--- src/rtl/ir_pkg.sv ---
// Shared NEC IR transmitter definitions: FSM states, unit counts, frame helpers.
// Latency: n/a (types and constants only).
// Backpressure: n/a.
package ir_pkg;

    typedef enum logic [2:0] {
        IDLE,
        LEAD_MARK,
        LEAD_SPACE,
        BIT_MARK,
        BIT_SPACE,
        STOP_MARK
    } ir_state_t;

    // NEC timing, in units of 562.5 us
    localparam int LEAD_MARK_UNITS  = 16;
    localparam int LEAD_SPACE_UNITS = 8;
    localparam int BIT_MARK_UNITS   = 1;
    localparam int BIT_ONE_UNITS    = 3;
    localparam int BIT_ZERO_UNITS   = 1;
    localparam int STOP_MARK_UNITS  = 1;
    localparam int FRAME_UNITS      = 121;
    localparam int NEC_BITS         = 32;

    // Marks are the only states in which the LED is driven
    function automatic logic is_mark(input ir_state_t s);
        return (s == LEAD_MARK) || (s == BIT_MARK) || (s == STOP_MARK);
    endfunction

    // Frame word as sent LSB first: addr, ~addr, cmd, ~cmd
    function automatic logic [31:0] nec_word(input logic [7:0] a, input logic [7:0] c);
        return {~c, c, ~a, a};
    endfunction

endpackage

--- src/rtl/ir_carrier.sv ---
// Mark waveform generator: ~38 kHz square wave (or constant high) while en is set.
// Latency: car follows en/restart by one cycle; first cycle after restart is high.
// Backpressure: none; free-running whenever enabled.
module ir_carrier #(
    parameter int CAR_HALF = 658,
    parameter int MOD_EN   = 1
) (
    input  logic clk,
    input  logic rst,
    input  logic en,
    input  logic restart,
    output logic car
);

    localparam int HW = $clog2(CAR_HALF + 1);
    localparam logic [HW-1:0] HALF_LAST = HW'(CAR_HALF - 1);

    logic [HW-1:0] r_cnt;
    logic          r_car;

    // Phase counter: restart forces a fresh high half-period, en=0 parks the output low
    always_ff @(posedge clk or posedge rst) begin
        if (rst) begin
            r_cnt <= '0;
            r_car <= 1'b0;
        end else if (!en) begin
            r_cnt <= '0;
            r_car <= 1'b0;
        end else if (restart) begin
            r_cnt <= '0;
            r_car <= 1'b1;
        end else if (MOD_EN != 0) begin
            if (r_cnt == HALF_LAST) begin
                r_cnt <= '0;
                r_car <= ~r_car;
            end else begin
                r_cnt <= r_cnt + 1'b1;
            end
        end
    end

    assign car = r_car;

endmodule

--- src/rtl/ir_nec_tx.sv ---
// NEC IR frame transmitter: lead, 32 pulse-distance bits LSB first, stop mark.
// Latency: busy rises the cycle after start; done pulses 121*UNIT_CYC cycles later.
// Backpressure: start is ignored while busy; a start in the done cycle chains frames.
module ir_nec_tx
    import ir_pkg::*;
#(
    parameter int UNIT_CYC   = 28125,
    parameter int CAR_HALF   = 658,
    parameter int CARRIER_EN = 1
) (
    input  logic       CLOCK_50,
    input  logic       rst,
    input  logic       start,
    input  logic [7:0] addr,
    input  logic [7:0] cmd,
    output logic       IRDA_TXD,
    output logic       busy,
    output logic       done
);

    // Unit counter must hold the longest state (lead mark) in cycles
    localparam int CW = $clog2(UNIT_CYC * LEAD_MARK_UNITS);

    localparam logic [CW-1:0] LEAD_MARK_LAST  = CW'(LEAD_MARK_UNITS  * UNIT_CYC - 1);
    localparam logic [CW-1:0] LEAD_SPACE_LAST = CW'(LEAD_SPACE_UNITS * UNIT_CYC - 1);
    localparam logic [CW-1:0] BIT_MARK_LAST   = CW'(BIT_MARK_UNITS   * UNIT_CYC - 1);
    localparam logic [CW-1:0] BIT_ONE_LAST    = CW'(BIT_ONE_UNITS    * UNIT_CYC - 1);
    localparam logic [CW-1:0] BIT_ZERO_LAST   = CW'(BIT_ZERO_UNITS   * UNIT_CYC - 1);
    localparam logic [CW-1:0] STOP_MARK_LAST  = CW'(STOP_MARK_UNITS  * UNIT_CYC - 1);
    localparam logic [5:0]    LAST_BIT        = 6'(NEC_BITS - 1);

    ir_state_t     r_state;
    ir_state_t     w_state_nx;
    logic [CW-1:0] r_cnt;
    logic [CW-1:0] w_cnt_nx;
    logic [CW-1:0] w_space_last;
    logic [31:0]   r_shift;
    logic [31:0]   w_shift_nx;
    logic [5:0]    r_bit;
    logic [5:0]    w_bit_nx;
    logic          r_done;
    logic          w_done_nx;
    logic          w_mark_nx;
    logic          w_car_restart;

    // State, unit counter, shift register and done pulse registers
    always_ff @(posedge CLOCK_50 or posedge rst) begin
        if (rst) begin
            r_state <= IDLE;
            r_cnt   <= '0;
            r_shift <= '0;
            r_bit   <= '0;
            r_done  <= 1'b0;
        end else begin
            r_state <= w_state_nx;
            r_cnt   <= w_cnt_nx;
            r_shift <= w_shift_nx;
            r_bit   <= w_bit_nx;
            r_done  <= w_done_nx;
        end
    end

    // Next-state logic: each state lasts a fixed number of units, counter wraps on every change
    always_comb begin
        w_state_nx   = r_state;
        w_cnt_nx     = r_cnt + 1'b1;
        w_shift_nx   = r_shift;
        w_bit_nx     = r_bit;
        w_done_nx    = 1'b0;
        w_space_last = r_shift[0] ? BIT_ONE_LAST : BIT_ZERO_LAST;
        case (r_state)
            IDLE: begin
                w_cnt_nx = '0;
                if (start) begin
                    w_state_nx = LEAD_MARK;
                    w_shift_nx = nec_word(addr, cmd);
                    w_bit_nx   = '0;
                end
            end
            LEAD_MARK: begin
                if (r_cnt == LEAD_MARK_LAST) begin
                    w_state_nx = LEAD_SPACE;
                    w_cnt_nx   = '0;
                end
            end
            LEAD_SPACE: begin
                if (r_cnt == LEAD_SPACE_LAST) begin
                    w_state_nx = BIT_MARK;
                    w_cnt_nx   = '0;
                end
            end
            BIT_MARK: begin
                if (r_cnt == BIT_MARK_LAST) begin
                    w_state_nx = BIT_SPACE;
                    w_cnt_nx   = '0;
                end
            end
            BIT_SPACE: begin
                if (r_cnt == w_space_last) begin
                    w_cnt_nx   = '0;
                    w_shift_nx = {1'b0, r_shift[31:1]};
                    w_bit_nx   = r_bit + 1'b1;
                    w_state_nx = (r_bit == LAST_BIT) ? STOP_MARK : BIT_MARK;
                end
            end
            STOP_MARK: begin
                if (r_cnt == STOP_MARK_LAST) begin
                    w_state_nx = IDLE;
                    w_cnt_nx   = '0;
                    w_done_nx  = 1'b1;
                end
            end
            default: begin
                w_state_nx = IDLE;
                w_cnt_nx   = '0;
            end
        endcase
    end

    // Carrier is steered one cycle ahead so its registered output lines up with the state
    assign w_mark_nx     = is_mark(w_state_nx);
    assign w_car_restart = w_mark_nx & ~is_mark(r_state);

    ir_carrier #(
        .CAR_HALF (CAR_HALF),
        .MOD_EN   (CARRIER_EN)
    ) u_carrier (
        .clk     (CLOCK_50),
        .rst     (rst),
        .en      (w_mark_nx),
        .restart (w_car_restart),
        .car     (IRDA_TXD)
    );

    assign busy = (r_state != IDLE);
    assign done = r_done;

endmodule

--- config.mk ---
export PLATFORM = sky130hd
export DESIGN_NAME = ir_nec_tx
export DESIGN_NICKNAME = d
export VERILOG_FILES = /design/src/rtl/ir_pkg.sv /design/src/rtl/ir_carrier.sv /design/src/rtl/ir_nec_tx.sv
export SDC_FILE = /design/constraint.sdc
export NUM_CORES = 1
export LEC_CHECK = 0
export ABC_AREA = 1
export CAP_MARGIN = 0
export CORE_MARGIN = 5
export CORE_UTILIZATION = 40
export DETAILED_ROUTE_END_ITERATION = 16
export GPL_TIMING_DRIVEN = 1
export HOLD_SLACK_MARGIN = 0.1
export PLACE_DENSITY = 0.53
export SETUP_SLACK_MARGIN = 0.1
export SYNTH_ARGS = -nofsm -noshare
export SYNTH_HDL_FRONTEND = slang
export SYNTH_SLANG_ARGS = --single-unit
--- constraint.sdc ---
create_clock -name CLOCK_50 -period 2.5 [get_ports CLOCK_50]
set_input_delay 0.5 -clock CLOCK_50 [delete_from_list [all_inputs] [get_ports CLOCK_50]]
set_output_delay 0.5 -clock CLOCK_50 [all_outputs]
set_load 0.01 [all_outputs]
==> run_results.csv <==
group,metric,value,unit
detailed_routing,viasPerCell,4.80,
floorplanning,die_area,11900,µm²
grt,grt_use_total,0.158,
timing,setup_viol,0,
logic_synthesis,yosysWarnings,0,
floorplanning,rows,36,
setup_path,crit_chain,"ha_1, inv_1, nor2_2, nand3_1, nor2_1, nor2_1, nor2_1, nand3_2, nand2_2, nor2_1",
detailed_routing,ant_nets,0,
detailed_routing,wl_met1,4.39,mm
grt,antenna_found_initial,0,
setup_path,start_kind,"register",
timing,final_hold_viol_count,0,
power,p_leak,2.04,nW
timing,layout_min_cycle_time,2060,ps
setup_path,cpPeakStageDelay,450,ps
detailed_routing,num_vias,3224,
timing,skew,8.00,ps
detailed_routing,wl_met2,3.64,mm
floorplanning,initial_core_util,0.407,
timing,hold-worst-slack,495,ps
detailed_routing,highest_layer,"met4",
finish,diodes,0,
timing,relSlewSlack,0.594,
logic_synthesis,synth-seq-cells,72,
logic_synthesis,syn_area_per_cell,7.73,µm²
detailed_routing,dr.pass1.iters,5,
floorplanning,die_w,109,µm
logic_synthesis,synth.distinct_cells,33,
setup_path,critPathMaxFanout,10,
logic_synthesis,synthCells,510,
logic_synthesis,ys.flop_type,"dfrtp_1",
setup_path,path_class,"reg -> reg",
power,power_density,488,nW/µm²
timing,fmax,0.486,GHz
clock_tree,clk_pin_slew,80,ps
clock_tree,post-cts-setup-buffer-count,0,
floorplanning,ios,22,
clock_tree,cts_root_buffer,"clkbuf_8",
detailed_routing,drc,0,
hold_path,hp-class,"reg -> reg",
logic_synthesis,ys_async_sr_fraction,1.00,
run,maxCapViolations,0,
finish,drive_gt1_frac,0.0799,
placed_design,place.gp.congestion,0.899,
grt,overflow,0,
finish,fillers,967,
detailed_routing,totalWireLength,8.35,mm
logic_synthesis,synth_edf_count,0,
placed_design,dpl.hpwl,5.94,mm
logic_synthesis,syn-num-nets,534,
clock_tree,cts_buffers,9,
clock_tree,ctsResizeCount,0,
timing,rsz0062_at_grt,"no",
finish,area_growth,13.6,%
timing,drv_slew,0,
detailed_routing,first_iter_violations,130,
clock_tree,cts-htree-levels,3,
setup_path,slowest_stage,"dfrtp_1",
setup_path,path_delay_family,"simple AND/OR/NAND/NOR gates",
clock_tree,clock-sinks,72,
power,ir_drop,0.000233,V
grt,grt_max_degree,73,
logic_synthesis,netlist_area,3940,µm²
timing,tns,0,ps
clock_tree,clk_path_buf_depth,2,
setup_path,arrival,2290,ps
setup_path,end_kind,"register",
finish,mostFrequentLayoutCells,"nand2_1, nor2_1, dfrtp_1",
detailed_routing,wl_per_cell,12.4,µm
detailed_routing,route.met3.wl,258,µm
logic_synthesis,yosysSeqAreaShare,0.457,
grt,grt_pass1_wl,14.9,mm
timing,fin_crit_sh,0.823,
clock_tree,hold_buffers,0,
run_status,status,"complete, no violations",
floorplanning,dieHeight,109,µm
clock_tree,insertion_delay,350,ps
finish,final_nets,557,
timing,worst_slew_pin_slew,610,ps
setup_path,cpMostUsedCell,"nor2_1",
placed_design,io_buffers,21,
setup_path,worstPathRequired,2730,ps
finish,final_common_cell,"nand2_1",
clock_tree,cts_tree,"yes",
setup_path,crit_buf_inv,1,
grt,grt_pass1_vias,3140,
floorplanning,core-area,9680,µm²
## synth_stat cells, types with 6 or more instances
library cell | n | area, µm²
nand2_1 | 91 | 342
o21ai_1 | 48 | 240
buf_2 | 6 | 30.0
a31oi_1 | 12 | 75.1
inv_2 | 9 | 33.8
o21ai_0 | 12 | 60.1
inv_1 | 67 | 251
xor2_1 | 17 | 149
nand3_1 | 23 | 115
a21oi_1 | 16 | 80.1
nor2_1 | 73 | 274
nand4_1 | 11 | 68.8
nor3_1 | 12 | 60.1
dfrtp_1 | 72 | 1800
## final cells by class
class,instances,area [µm²],area share
Multi-Input combinational cell,346,1740,0.389
Sequential cell,72,1800,0.403
Clock inverter,3,25.0,0.00559
Inverter,76,285,0.0637
Tap cell,133,166,0.0372
Timing Repair Buffer,28,288,0.0643
Clock buffer,13,169,0.0377
## flip-flops by register name, indices dropped and copies added (netlist names)
register         count
u_carrier.car        1
r_bit                6
r_state              3
done                 1
u_carrier.r_cnt     10
r_shift             32
r_cnt               19
## layer usage
layer,global-route usage,up-vias
met3,0.0432,4
met5,0,-
li1,-,1677
met4,0.0427,0
met1,0.234,1505
met2,0.226,38
## metrics by stage
stage               cells  utilization  total power [mW]  cell area, µm²  setup slack, ps
floorplan             510            -              1.27            3940              175
global placement      655        0.442              1.32            4280              460
detailed placement    655        0.442              1.32            4280              431
CTS                   671        0.462              2.23            4480              422
global route          671        0.462              2.29            4480              185
finish                671        0.462              2.19            4480              444
## worst paths after layout
kind	from	to	slack, ps	cells past startpoint
worst max-delay path	r_cnt[0]	u_carrier.r_cnt[8]	440	10
worst min-delay path	u_carrier.r_cnt[0]	u_carrier.r_cnt[0]	490	1
worst max register to register	r_cnt[0]	u_carrier.r_cnt[8]	440	10
worst min register to register	u_carrier.r_cnt[0]	u_carrier.r_cnt[0]	490	1
max in group asynchronous	rst	r_cnt[17]	1640	3
min in group asynchronous	rst	u_carrier.r_cnt[3]	560	3
## cell families (layout without fill, tap and decap cells)
family,after synthesis,count (layout),synth area share
and+or+nand+nor,227,227,0.254
AOI/OAI and AO/OA,92,92,0.123
buffers and inverters,92,120,0.101
DFF,72,72,0.457
xor gates and xnor gates,22,22,0.0489
adders and majority gates,5,5,0.0159
## power by group
group | switching (mW) | internal [mW]
Sequential | 0.00665 | 1.19
Combinational | 0.0555 | 0.0461
Clock | 0.445 | 0.446
Total | 0.507 | 1.68
Power figures use the tool's default switching activity.
